==> config.mk <==
export PLATFORM = sky130hd
export DESIGN_NAME = csr_file_flat
export DESIGN_NICKNAME = d
export VERILOG_FILES = /design/src/rtl/csr_if.sv /design/src/rtl/csr_file.sv /design/src/flat_wrapper.sv
export SDC_FILE = /design/constraint.sdc
export NUM_CORES = 2
export LEC_CHECK = 0
export ABC_AREA = 0
export BUFFER_PORTS_ARGS = -buffer_cell sky130_fd_sc_hd__buf_2
export CAP_MARGIN = 40
export CELL_PAD_IN_SITES_DETAIL_PLACEMENT = 0
export CELL_PAD_IN_SITES_GLOBAL_PLACEMENT = 2
export CORE_UTILIZATION = 36
export DETAILED_ROUTE_END_ITERATION = 16
export GPL_TIMING_DRIVEN = 0
export HOLD_SLACK_MARGIN = 0.15
export PLACE_DENSITY = 0.88
export SLEW_MARGIN = 0
export SYNTH_ARGS = -nofsm -noshare
export SYNTH_HDL_FRONTEND = slang
export SYNTH_SLANG_ARGS = --single-unit
==> constraint.sdc <==
create_clock -name clk -period 6 [get_ports clk]
set_clock_uncertainty 0.2 [all_clocks]
set_input_delay 0.3 -clock clk [delete_from_list [all_inputs] [get_ports clk]]
set_output_delay 0.3 -clock clk [all_outputs]
set_load 0.01 [all_outputs]
==> src/rtl/csr_if.sv <==
// CSR access bus: request channel (valid/ready) and response channel (valid/ready).
// master: requester side (drives req_*, resp_ready). slave: CSR file side.
interface csr_if;
  localparam int unsigned XLEN = 64;
  localparam int unsigned AW   = 12;

  logic            req_valid;
  logic            req_ready;
  logic [1:0]      req_op;
  logic [AW-1:0]   req_addr;
  logic [XLEN-1:0] req_wdata;
  logic            resp_valid;
  logic            resp_ready;
  logic [XLEN-1:0] resp_rdata;
  logic            resp_illegal;

  modport master (
    output req_valid, req_op, req_addr, req_wdata, resp_ready,
    input  req_ready, resp_valid, resp_rdata, resp_illegal
  );

  modport slave (
    input  req_valid, req_op, req_addr, req_wdata, resp_ready,
    output req_ready, resp_valid, resp_rdata, resp_illegal
  );
endinterface

==> src/rtl/csr_file.sv <==
// Machine-mode CSR file with a multi-cycle read-modify-write access engine
// and trap/mret handling.
//
// Ports:
//   clk, rst_n         : clock, asynchronous active-low reset
//   bus (csr_if.slave) : req_valid/req_ready/req_op/req_addr/req_wdata,
//                        resp_valid/resp_ready/resp_rdata/resp_illegal
//   trap_valid, trap_pc, trap_cause, trap_tval : trap entry
//   mret_valid         : return from trap
//   redirect_valid/pc  : one-cycle fetch redirect after trap/mret
//   mstatus_o, satp_o, mepc_o, mtvec_o : live register values
//
// Optional feature: define CSR_MCYCLE_EN to build the free-running mcycle
// counter; otherwise mcycle reads as zero and writes are dropped.
module csr_file #(
  parameter logic [63:0] HARTID    = 64'd0,
  parameter logic [63:0] MTVEC_RST = 64'h0
) (
  input  logic        clk,
  input  logic        rst_n,
  csr_if.slave        bus,
  input  logic        trap_valid,
  input  logic [63:0] trap_pc,
  input  logic [63:0] trap_cause,
  input  logic [63:0] trap_tval,
  input  logic        mret_valid,
  output logic        redirect_valid,
  output logic [63:0] redirect_pc,
  output logic [63:0] mstatus_o,
  output logic [63:0] satp_o,
  output logic [63:0] mepc_o,
  output logic [63:0] mtvec_o
);
  localparam int unsigned XLEN = 64;
  localparam int unsigned AW   = 12;

  localparam int unsigned MIE_BIT  = 3;
  localparam int unsigned MPIE_BIT = 7;
  localparam int unsigned MPP_LO   = 11;
  localparam int unsigned MPP_HI   = 12;

  localparam logic [AW-1:0] A_SSTATUS  = 12'h100;
  localparam logic [AW-1:0] A_SATP     = 12'h180;
  localparam logic [AW-1:0] A_MSTATUS  = 12'h300;
  localparam logic [AW-1:0] A_MIE      = 12'h304;
  localparam logic [AW-1:0] A_MTVEC    = 12'h305;
  localparam logic [AW-1:0] A_MSCRATCH = 12'h340;
  localparam logic [AW-1:0] A_MEPC     = 12'h341;
  localparam logic [AW-1:0] A_MCAUSE   = 12'h342;
  localparam logic [AW-1:0] A_MTVAL    = 12'h343;
  localparam logic [AW-1:0] A_MIP      = 12'h344;
  localparam logic [AW-1:0] A_MCYCLE   = 12'hB00;
  localparam logic [AW-1:0] A_MHARTID  = 12'hF14;

  localparam logic [1:0] OP_RW = 2'b01;
  localparam logic [1:0] OP_RS = 2'b10;
  localparam logic [1:0] OP_RC = 2'b11;

  localparam logic [XLEN-1:0] M_MSTATUS = 64'h0000_0000_007e_79bb;
  localparam logic [XLEN-1:0] M_MIP     = 64'h0000_0000_0000_0333;
  localparam logic [XLEN-1:0] M_MTVEC   = ~64'h2;
  localparam logic [XLEN-1:0] M_SSTATUS = 64'h8000_0003_0001_e000;

  typedef enum logic [1:0] {S_IDLE, S_READ, S_WRITE, S_RESP} state_t;

  state_t          r_state, w_state_nxt;
  logic            w_accept;
  logic            w_evt;

  logic            r_req_ready;
  logic [1:0]      r_op;
  logic [AW-1:0]   r_addr;
  logic [XLEN-1:0] r_wdata;
  logic [XLEN-1:0] r_old;
  logic            r_resp_valid;
  logic [XLEN-1:0] r_resp_rdata;
  logic            r_resp_illegal;
  logic            r_redirect_valid;
  logic [XLEN-1:0] r_redirect_pc;

  logic [XLEN-1:0] r_mstatus, r_mie, r_mip, r_mtvec, r_mscratch;
  logic [XLEN-1:0] r_mepc, r_mcause, r_mtval, r_satp;
  logic [XLEN-1:0] w_mcycle;

  logic [XLEN-1:0] w_rd_val;
  logic            w_mapped;
  logic [XLEN-1:0] w_mask, w_base, w_opv, w_new;
  logic            w_do_write, w_illegal, w_commit;
  logic [XLEN-1:0] w_tvec_base, w_trap_pc;

  assign w_evt = trap_valid || mret_valid;

  // Next-state logic; trap/mret abort any access in flight.
  always_comb begin
    w_state_nxt = r_state;
    w_accept    = 1'b0;
    case (r_state)
      S_IDLE: begin
        if (bus.req_valid && r_req_ready) begin
          w_state_nxt = S_READ;
          w_accept    = 1'b1;
        end
      end
      S_READ:  w_state_nxt = S_WRITE;
      S_WRITE: w_state_nxt = S_RESP;
      S_RESP:  if (bus.resp_ready) w_state_nxt = S_IDLE;
      default: w_state_nxt = S_IDLE;
    endcase
    if (w_evt) begin
      w_state_nxt = S_IDLE;
      w_accept    = 1'b0;
    end
  end

  always_ff @(posedge clk or negedge rst_n) begin
    if (!rst_n) r_state <= S_IDLE;
    else        r_state <= w_state_nxt;
  end

  // Read mux on the latched address.
  always_comb begin
    w_rd_val = '0;
    w_mapped = 1'b1;
    case (r_addr)
      A_MSTATUS:  w_rd_val = r_mstatus;
      A_SSTATUS:  w_rd_val = r_mstatus & M_SSTATUS;
      A_MIE:      w_rd_val = r_mie;
      A_MIP:      w_rd_val = r_mip;
      A_MTVEC:    w_rd_val = r_mtvec;
      A_MSCRATCH: w_rd_val = r_mscratch;
      A_MEPC:     w_rd_val = r_mepc;
      A_MCAUSE:   w_rd_val = r_mcause;
      A_MTVAL:    w_rd_val = r_mtval;
      A_SATP:     w_rd_val = r_satp;
      A_MCYCLE:   w_rd_val = w_mcycle;
      A_MHARTID:  w_rd_val = HARTID;
      default:    w_mapped = 1'b0;
    endcase
  end

  // Write value: RMW op on the captured old value, merged under the field mask.
  // sstatus merges into the full mstatus, not into its masked view.
  always_comb begin
    w_mask = '1;
    w_base = r_old;
    case (r_addr)
      A_MSTATUS: w_mask = M_MSTATUS;
      A_SSTATUS: begin
        w_mask = M_SSTATUS;
        w_base = r_mstatus;
      end
      A_MIP:     w_mask = M_MIP;
      A_MTVEC:   w_mask = M_MTVEC;
      default:   ;
    endcase
    case (r_op)
      OP_RW:   w_opv = r_wdata;
      OP_RS:   w_opv = r_old | r_wdata;
      OP_RC:   w_opv = r_old & ~r_wdata;
      default: w_opv = r_old;
    endcase
    w_new      = (w_base & ~w_mask) | (w_opv & w_mask);
    w_do_write = (r_op == OP_RW) || (r_wdata != '0);
    w_illegal  = (r_op == 2'b00) || !w_mapped ||
                 ((r_addr == A_MHARTID) && w_do_write);
  end

  assign w_commit = (r_state == S_WRITE) && !w_evt && w_do_write && !w_illegal;

  // Vectored mode only for interrupts (cause MSB set).
  assign w_tvec_base = {r_mtvec[XLEN-1:2], 2'b00};
  assign w_trap_pc   = (r_mtvec[0] && trap_cause[XLEN-1])
                     ? w_tvec_base + XLEN'({trap_cause[5:0], 2'b00})
                     : w_tvec_base;

  // Access engine registers, response channel and redirect.
  always_ff @(posedge clk or negedge rst_n) begin
    if (!rst_n) begin
      r_req_ready      <= 1'b0;
      r_op             <= '0;
      r_addr           <= '0;
      r_wdata          <= '0;
      r_old            <= '0;
      r_resp_valid     <= 1'b0;
      r_resp_rdata     <= '0;
      r_resp_illegal   <= 1'b0;
      r_redirect_valid <= 1'b0;
      r_redirect_pc    <= '0;
    end else begin
      r_req_ready      <= (w_state_nxt == S_IDLE);
      r_redirect_valid <= w_evt;
      if (trap_valid)      r_redirect_pc <= w_trap_pc;
      else if (mret_valid) r_redirect_pc <= r_mepc;
      if (w_accept) begin
        r_op    <= bus.req_op;
        r_addr  <= bus.req_addr;
        r_wdata <= bus.req_wdata;
      end
      if (r_state == S_READ) r_old <= w_rd_val;
      if (w_evt) begin
        r_resp_valid <= 1'b0;
      end else if (r_state == S_WRITE) begin
        r_resp_valid   <= 1'b1;
        r_resp_illegal <= w_illegal;
        r_resp_rdata   <= w_illegal ? '0 : r_old;
      end else if ((r_state == S_RESP) && bus.resp_ready) begin
        r_resp_valid <= 1'b0;
      end
    end
  end

  // CSR state: trap beats mret, both beat a software commit.
  always_ff @(posedge clk or negedge rst_n) begin
    if (!rst_n) begin
      r_mstatus  <= '0;
      r_mie      <= '0;
      r_mip      <= '0;
      r_mtvec    <= MTVEC_RST;
      r_mscratch <= '0;
      r_mepc     <= '0;
      r_mcause   <= '0;
      r_mtval    <= '0;
      r_satp     <= '0;
    end else if (trap_valid) begin
      r_mepc                    <= trap_pc;
      r_mcause                  <= trap_cause;
      r_mtval                   <= trap_tval;
      r_mstatus[MPIE_BIT]       <= r_mstatus[MIE_BIT];
      r_mstatus[MIE_BIT]        <= 1'b0;
      r_mstatus[MPP_HI:MPP_LO]  <= 2'b11;
    end else if (mret_valid) begin
      r_mstatus[MIE_BIT]        <= r_mstatus[MPIE_BIT];
      r_mstatus[MPIE_BIT]       <= 1'b1;
      r_mstatus[MPP_HI:MPP_LO]  <= 2'b00;
    end else if (w_commit) begin
      case (r_addr)
        A_MSTATUS, A_SSTATUS: r_mstatus <= w_new;
        A_MIE:      r_mie      <= w_new;
        A_MIP:      r_mip      <= w_new;
        A_MTVEC:    r_mtvec    <= w_new;
        A_MSCRATCH: r_mscratch <= w_new;
        A_MEPC:     r_mepc     <= w_new;
        A_MCAUSE:   r_mcause   <= w_new;
        A_MTVAL:    r_mtval    <= w_new;
        A_SATP:     r_satp     <= w_new;
        default:    ;
      endcase
    end
  end

`ifdef CSR_MCYCLE_EN
  logic [XLEN-1:0] r_mcycle;

  // Free-running cycle counter; a committed software write replaces the increment.
  always_ff @(posedge clk or negedge rst_n) begin
    if (!rst_n)                             r_mcycle <= '0;
    else if (w_commit && r_addr == A_MCYCLE) r_mcycle <= w_new;
    else                                     r_mcycle <= r_mcycle + XLEN'(1);
  end

  assign w_mcycle = r_mcycle;
`else
  assign w_mcycle = '0;
`endif

  assign bus.req_ready    = r_req_ready;
  assign bus.resp_valid   = r_resp_valid;
  assign bus.resp_rdata   = r_resp_rdata;
  assign bus.resp_illegal = r_resp_illegal;
  assign redirect_valid   = r_redirect_valid;
  assign redirect_pc      = r_redirect_pc;
  assign mstatus_o        = r_mstatus;
  assign satp_o           = r_satp;
  assign mepc_o           = r_mepc;
  assign mtvec_o          = r_mtvec;
endmodule

==> src/flat_wrapper.sv <==
// flat-port wrapper written by rule: the top's interface ports become plain ports
module csr_file_flat 
#(
  parameter logic [63:0] HARTID    = 64'd0,
  parameter logic [63:0] MTVEC_RST = 64'h0
)
  (clk, rst_n, trap_valid, trap_pc, trap_cause, trap_tval, mret_valid, redirect_valid, redirect_pc, mstatus_o, satp_o, mepc_o, mtvec_o, bus_req_valid, bus_req_op, bus_req_addr, bus_req_wdata, bus_resp_ready, bus_req_ready, bus_resp_valid, bus_resp_rdata, bus_resp_illegal);
  csr_if bus_i ();
  input  logic clk;
  input  logic rst_n;
  input  logic trap_valid;
  input  logic [63:0] trap_pc;
  input  logic [63:0] trap_cause;
  input  logic [63:0] trap_tval;
  input  logic mret_valid;
  output logic redirect_valid;
  output logic [63:0] redirect_pc;
  output logic [63:0] mstatus_o;
  output logic [63:0] satp_o;
  output logic [63:0] mepc_o;
  output logic [63:0] mtvec_o;
  input wire logic [$bits(bus_i.req_valid)-1:0] bus_req_valid;
  input wire logic [$bits(bus_i.req_op)-1:0] bus_req_op;
  input wire logic [$bits(bus_i.req_addr)-1:0] bus_req_addr;
  input wire logic [$bits(bus_i.req_wdata)-1:0] bus_req_wdata;
  input wire logic [$bits(bus_i.resp_ready)-1:0] bus_resp_ready;
  output wire logic [$bits(bus_i.req_ready)-1:0] bus_req_ready;
  output wire logic [$bits(bus_i.resp_valid)-1:0] bus_resp_valid;
  output wire logic [$bits(bus_i.resp_rdata)-1:0] bus_resp_rdata;
  output wire logic [$bits(bus_i.resp_illegal)-1:0] bus_resp_illegal;
  assign bus_i.req_valid = bus_req_valid;
  assign bus_i.req_op = bus_req_op;
  assign bus_i.req_addr = bus_req_addr;
  assign bus_i.req_wdata = bus_req_wdata;
  assign bus_i.resp_ready = bus_resp_ready;
  assign bus_req_ready = bus_i.req_ready;
  assign bus_resp_valid = bus_i.resp_valid;
  assign bus_resp_rdata = bus_i.resp_rdata;
  assign bus_resp_illegal = bus_i.resp_illegal;
  csr_file #(.HARTID(HARTID), .MTVEC_RST(MTVEC_RST)) u_core (.clk(clk), .rst_n(rst_n), .bus(bus_i), .trap_valid(trap_valid), .trap_pc(trap_pc), .trap_cause(trap_cause), .trap_tval(trap_tval), .mret_valid(mret_valid), .redirect_valid(redirect_valid), .redirect_pc(redirect_pc), .mstatus_o(mstatus_o), .satp_o(satp_o), .mepc_o(mepc_o), .mtvec_o(mtvec_o));
endmodule
==> results by group <==
Pwr
  – Cell Pwr Density: 280 nW/um^2
  – Total power: 0.0155 W
  – LEAKAGE: 26.7 nW
  – Peak VDD IR: 0.000216 V

Die
  – Initial Utilization: 36.5%
  – Io pins: 664
  – Die footprint: 120000 um^2
  – DIE WIDTH: 346 um
  – Core ar.: 117000 um^2
  – Die Height: 346 um
  – Site Rows: 125

Logic synthesis
  – Mapped Area: 42700 um^2
  – Sequential fraction of the synthesis area: 49.9%
  – Async S/R FF share, synth: 100%
  – Syn Nets: 3920
  – EDFF count, synth: 0
  – Syn_area_per_cell: 11.7 um^2
  – Primary FF master, synth: dfrtp_1
  – Yosys cell types: 81
  – Syn Inst Count: 3637
  – Ys Warns: 0
  – #FFs+latches synth: 852

Finish
  – Final Util: 47.5%
  – Area Overhead vs Synth: 30.0%
  – FILL cells: 10800
  – Share of cells above drive strength 1: 31.9%
  – Fin nets: 5094

Setup path
  – Worst path max stage delay: 0.81 ns
  – Crit path kind: flip-flop to flip-flop
  – Worst path slowest cell: nor3_1
  – CP endpoint kind: flip-flop
  – Kind of cell adding the most delay to the critical path: simple AND/OR/NAND/NOR gates
  – Startpoint types: flip-flop
  – CP bufs+invs: 3
  – Crit path max fanout: 10
  – Worst EP required: 6.41 ns
  – R2R Setup Slk: 1.27 ns
  – Worst path arrival time: 5.14 ns
  – Cell Chain, Critical Path: nor4_2 -> buf_4 -> nand4_1 -> nor3_1 -> nand2_1 -> a31oi_1 -> clkbuf_2 -> clkbuf_1 -> a22o_1

Timing
  – RSZ-0062 raised after global routing: no
  – Final TNS setup: 0 ns
  – Hold Slack: 0.171 ns
  – Slew @ Worst Pin: 1.00 ns
  – Final Max Tran Viols: 0
  – Final setup fails: 0
  – FMAX: 211 MHz
  – Final hold vios: 0
  – Period utilization: 78.8%
  – Post-layout min period: 4.73 ns
  – Worst slew margin: 33.2%

Clock tree
  – Maximum root-to-sink buffer count: 3
  – Root Driver: clkbuf_16
  – # resized after CTS: 0
  – Inserted Clock Buffers: 98
  – TritonCTS Sinks: 852
  – H-tree levels: 3
  – Worst-path clk slew: 0.06 ns
  – Clock Latency Late Sink: 0.68 ns
  – Setup repair bufs after CTS: 0
  – CTS tree: yes

Routing
  – Vias: 36900
  – DR DRC count: 0
  – Via density: 5.76
  – WL/cell: 30.4 um
  – First-pass DRT Iterations: 6
  – Final wirelength: 195000 um
  – Drt first-iter violations: 3744
  – Antenna-violating nets left: 0

Placed design
  – Port bufs: 662
  – Final Wtd Congestion: 0.906
  – Detailed placement HPWL: 148000 um

Run status
  – Status: complete, no violations

Global routing
  – Maximum number of pins on one net before global-route repair: 116
  – First-pass GRT wire length: 274000 um
  – Number of global-route vias before repair: 36700
  – Initial antenna violation count: 19
  – GRT overflow: 0
  – Total GRT Usage: 31.8%

Hold path
  – HP Class: input port to flip-flop

Flow run
  – Max cap viols: 0
[synth_stat cells, drive strengths merged (8+ instances only)]
| cell type | count | share of area, % |
|---|---|---|
| o22ai | 56 | 0.82 |
| clkbuf | 196 | 1.8 |
| xor2 | 8 | 0.16 |
| xnor2 | 111 | 2.3 |
| inv | 17 | 0.15 |
| a222oi | 64 | 1.5 |
| nor2 | 32 | 0.33 |
| mux2i | 363 | 8.5 |
| a22o | 128 | 2.6 |
| nand3 | 29 | 0.34 |
| nor3 | 23 | 0.29 |
| a21o | 43 | 0.76 |
| buf | 88 | 1.5 |
| and3 | 11 | 0.17 |
| nand2 | 334 | 2.9 |
| nand4 | 24 | 0.35 |
| dfrtp | 852 | 50 |
| o21ai | 209 | 2.4 |
| nor4 | 41 | 0.67 |
| a211oi | 60 | 1.1 |
| mux2 | 545 | 15 |
| a21oi | 234 | 2.7 |
| nor2b | 64 | 0.94 |
[through the flow]
| stage | setup slack [ns] | area (um^2) | cells |
|---|---|---|---|
| finish | 1.27 | 55500 | 6414 |
| detailed placement | 1.35 | 49200 | 5913 |
| global placement | -14.54 | 47900 | 5823 |
| CTS | 1.32 | 55500 | 6405 |
| global route | 1.16 | 55500 | 6407 |
| floorplan | 3.12 | 42700 | 3637 |
[tightest hold or removal path: cells and delay by family]
kind	cells	cell delay (ns)
AOI/OAI and AO/OA	1	0.06
and+or+nand+nor	1	0.05
buffers and inverters	2	0.60
[kinds of logic after synthesis]
family	Yosys count	synth area share [%]
buf+inv	302	3.49
compound gates	844	12.9
simple gates	601	6.84
fa+ha+maj	7	0.223
flops	852	49.9
mux	912	24.1
xor+xnor	119	2.44
[path summary, 6_finish.rpt]
path                            cells after the start                         to                 startpoint
worst max-delay path                                9  u_core.bus.resp_rdata[41]         u_core.r_wdata[38]
worst min-delay path                                4          u_core.mepc_o[51]                trap_pc[51]
max in group asynchronous                           7          u_core.satp_o[30]                      rst_n
worst max register to register                      9  u_core.bus.resp_rdata[41]         u_core.r_wdata[38]
worst min register to register                      1  u_core.bus.resp_rdata[46]  u_core.bus.resp_rdata[46]
min in group asynchronous                           4            u_core.r_mip[1]                      rst_n
[area by class of cell]
class	instances	area, um^2	area share (%)
clock buffer	139	2770	4.98
clock inverter	33	297	0.534
inverter	17	63.8	0.115
sequential	852	21300	38.4
antenna	7	17.5	0.0316
timing repair buffer	1074	7760	14.0
buffer	285	1440	2.59
multi-input combinational	2483	19900	35.9
tap	1524	1910	3.44
[registers in the layout (all words and copies together) (netlist names), 2 cells and up]
signal                 count
u_core.r_mcause           64
u_core.r_mscratch         64
u_core.mepc_o             64
u_core.r_mip              64
u_core.mtvec_o            64
u_core.redirect_pc        64
u_core.mstatus_o          64
u_core.r_wdata            64
u_core.r_mie              64
u_core.satp_o             64
u_core.bus.resp_rdata     64
u_core.r_old              64
u_core.r_addr             12
u_core.r_state             2
u_core.r_op                2
u_core.r_mtval            64
[metal layers]
metal / global-route usage [%] / vias to the layer above / share of wire (%)
met2: 49.7 / 1776 / 45
met4: 13.4 / 14 / 4.6
met1: 41.6 / 19000 / 41
met3: 7.95 / 391 / 8.5
met5: 0 / - / 0.050
li1: - / 15800 / -
[power breakdown]
part | total (W) | internal, W | switching [W]
clock network | 0.00589 | 0.00336 | 0.00252
registers | 0.00641 | 0.00604 | 0.000377
logic | 0.00323 | 0.00127 | 0.00196
[what timing repair did]
| item | in CTS | in global routing |
|---|---|---|
| endpoints found under the hold margin | 545 | 0 |
| setup endpoints to repair | 0 | 0 |
| hold buffers | 320 | 0 |
[placed cells by master (no fill, tap or decap), types with 36 or more instances in the layout]
cell and n:
nand2_1 333, nor2b_1 64, buf_2 717, xnor2_1 111, a22o_1 128, a21o_1 43
mux2_4 120, a21oi_1 234, o21ai_0 173, o22ai_1 56, dfrtp_1 852, clkbuf_16 98
mux2_2 425, clkbuf_1 209, dlygate4sd3_1 319, mux2i_1 363, a222oi_1 64, o21ai_1 36
a211oi_1 60
No activity file was read; power rests on OpenSTA's default activity.
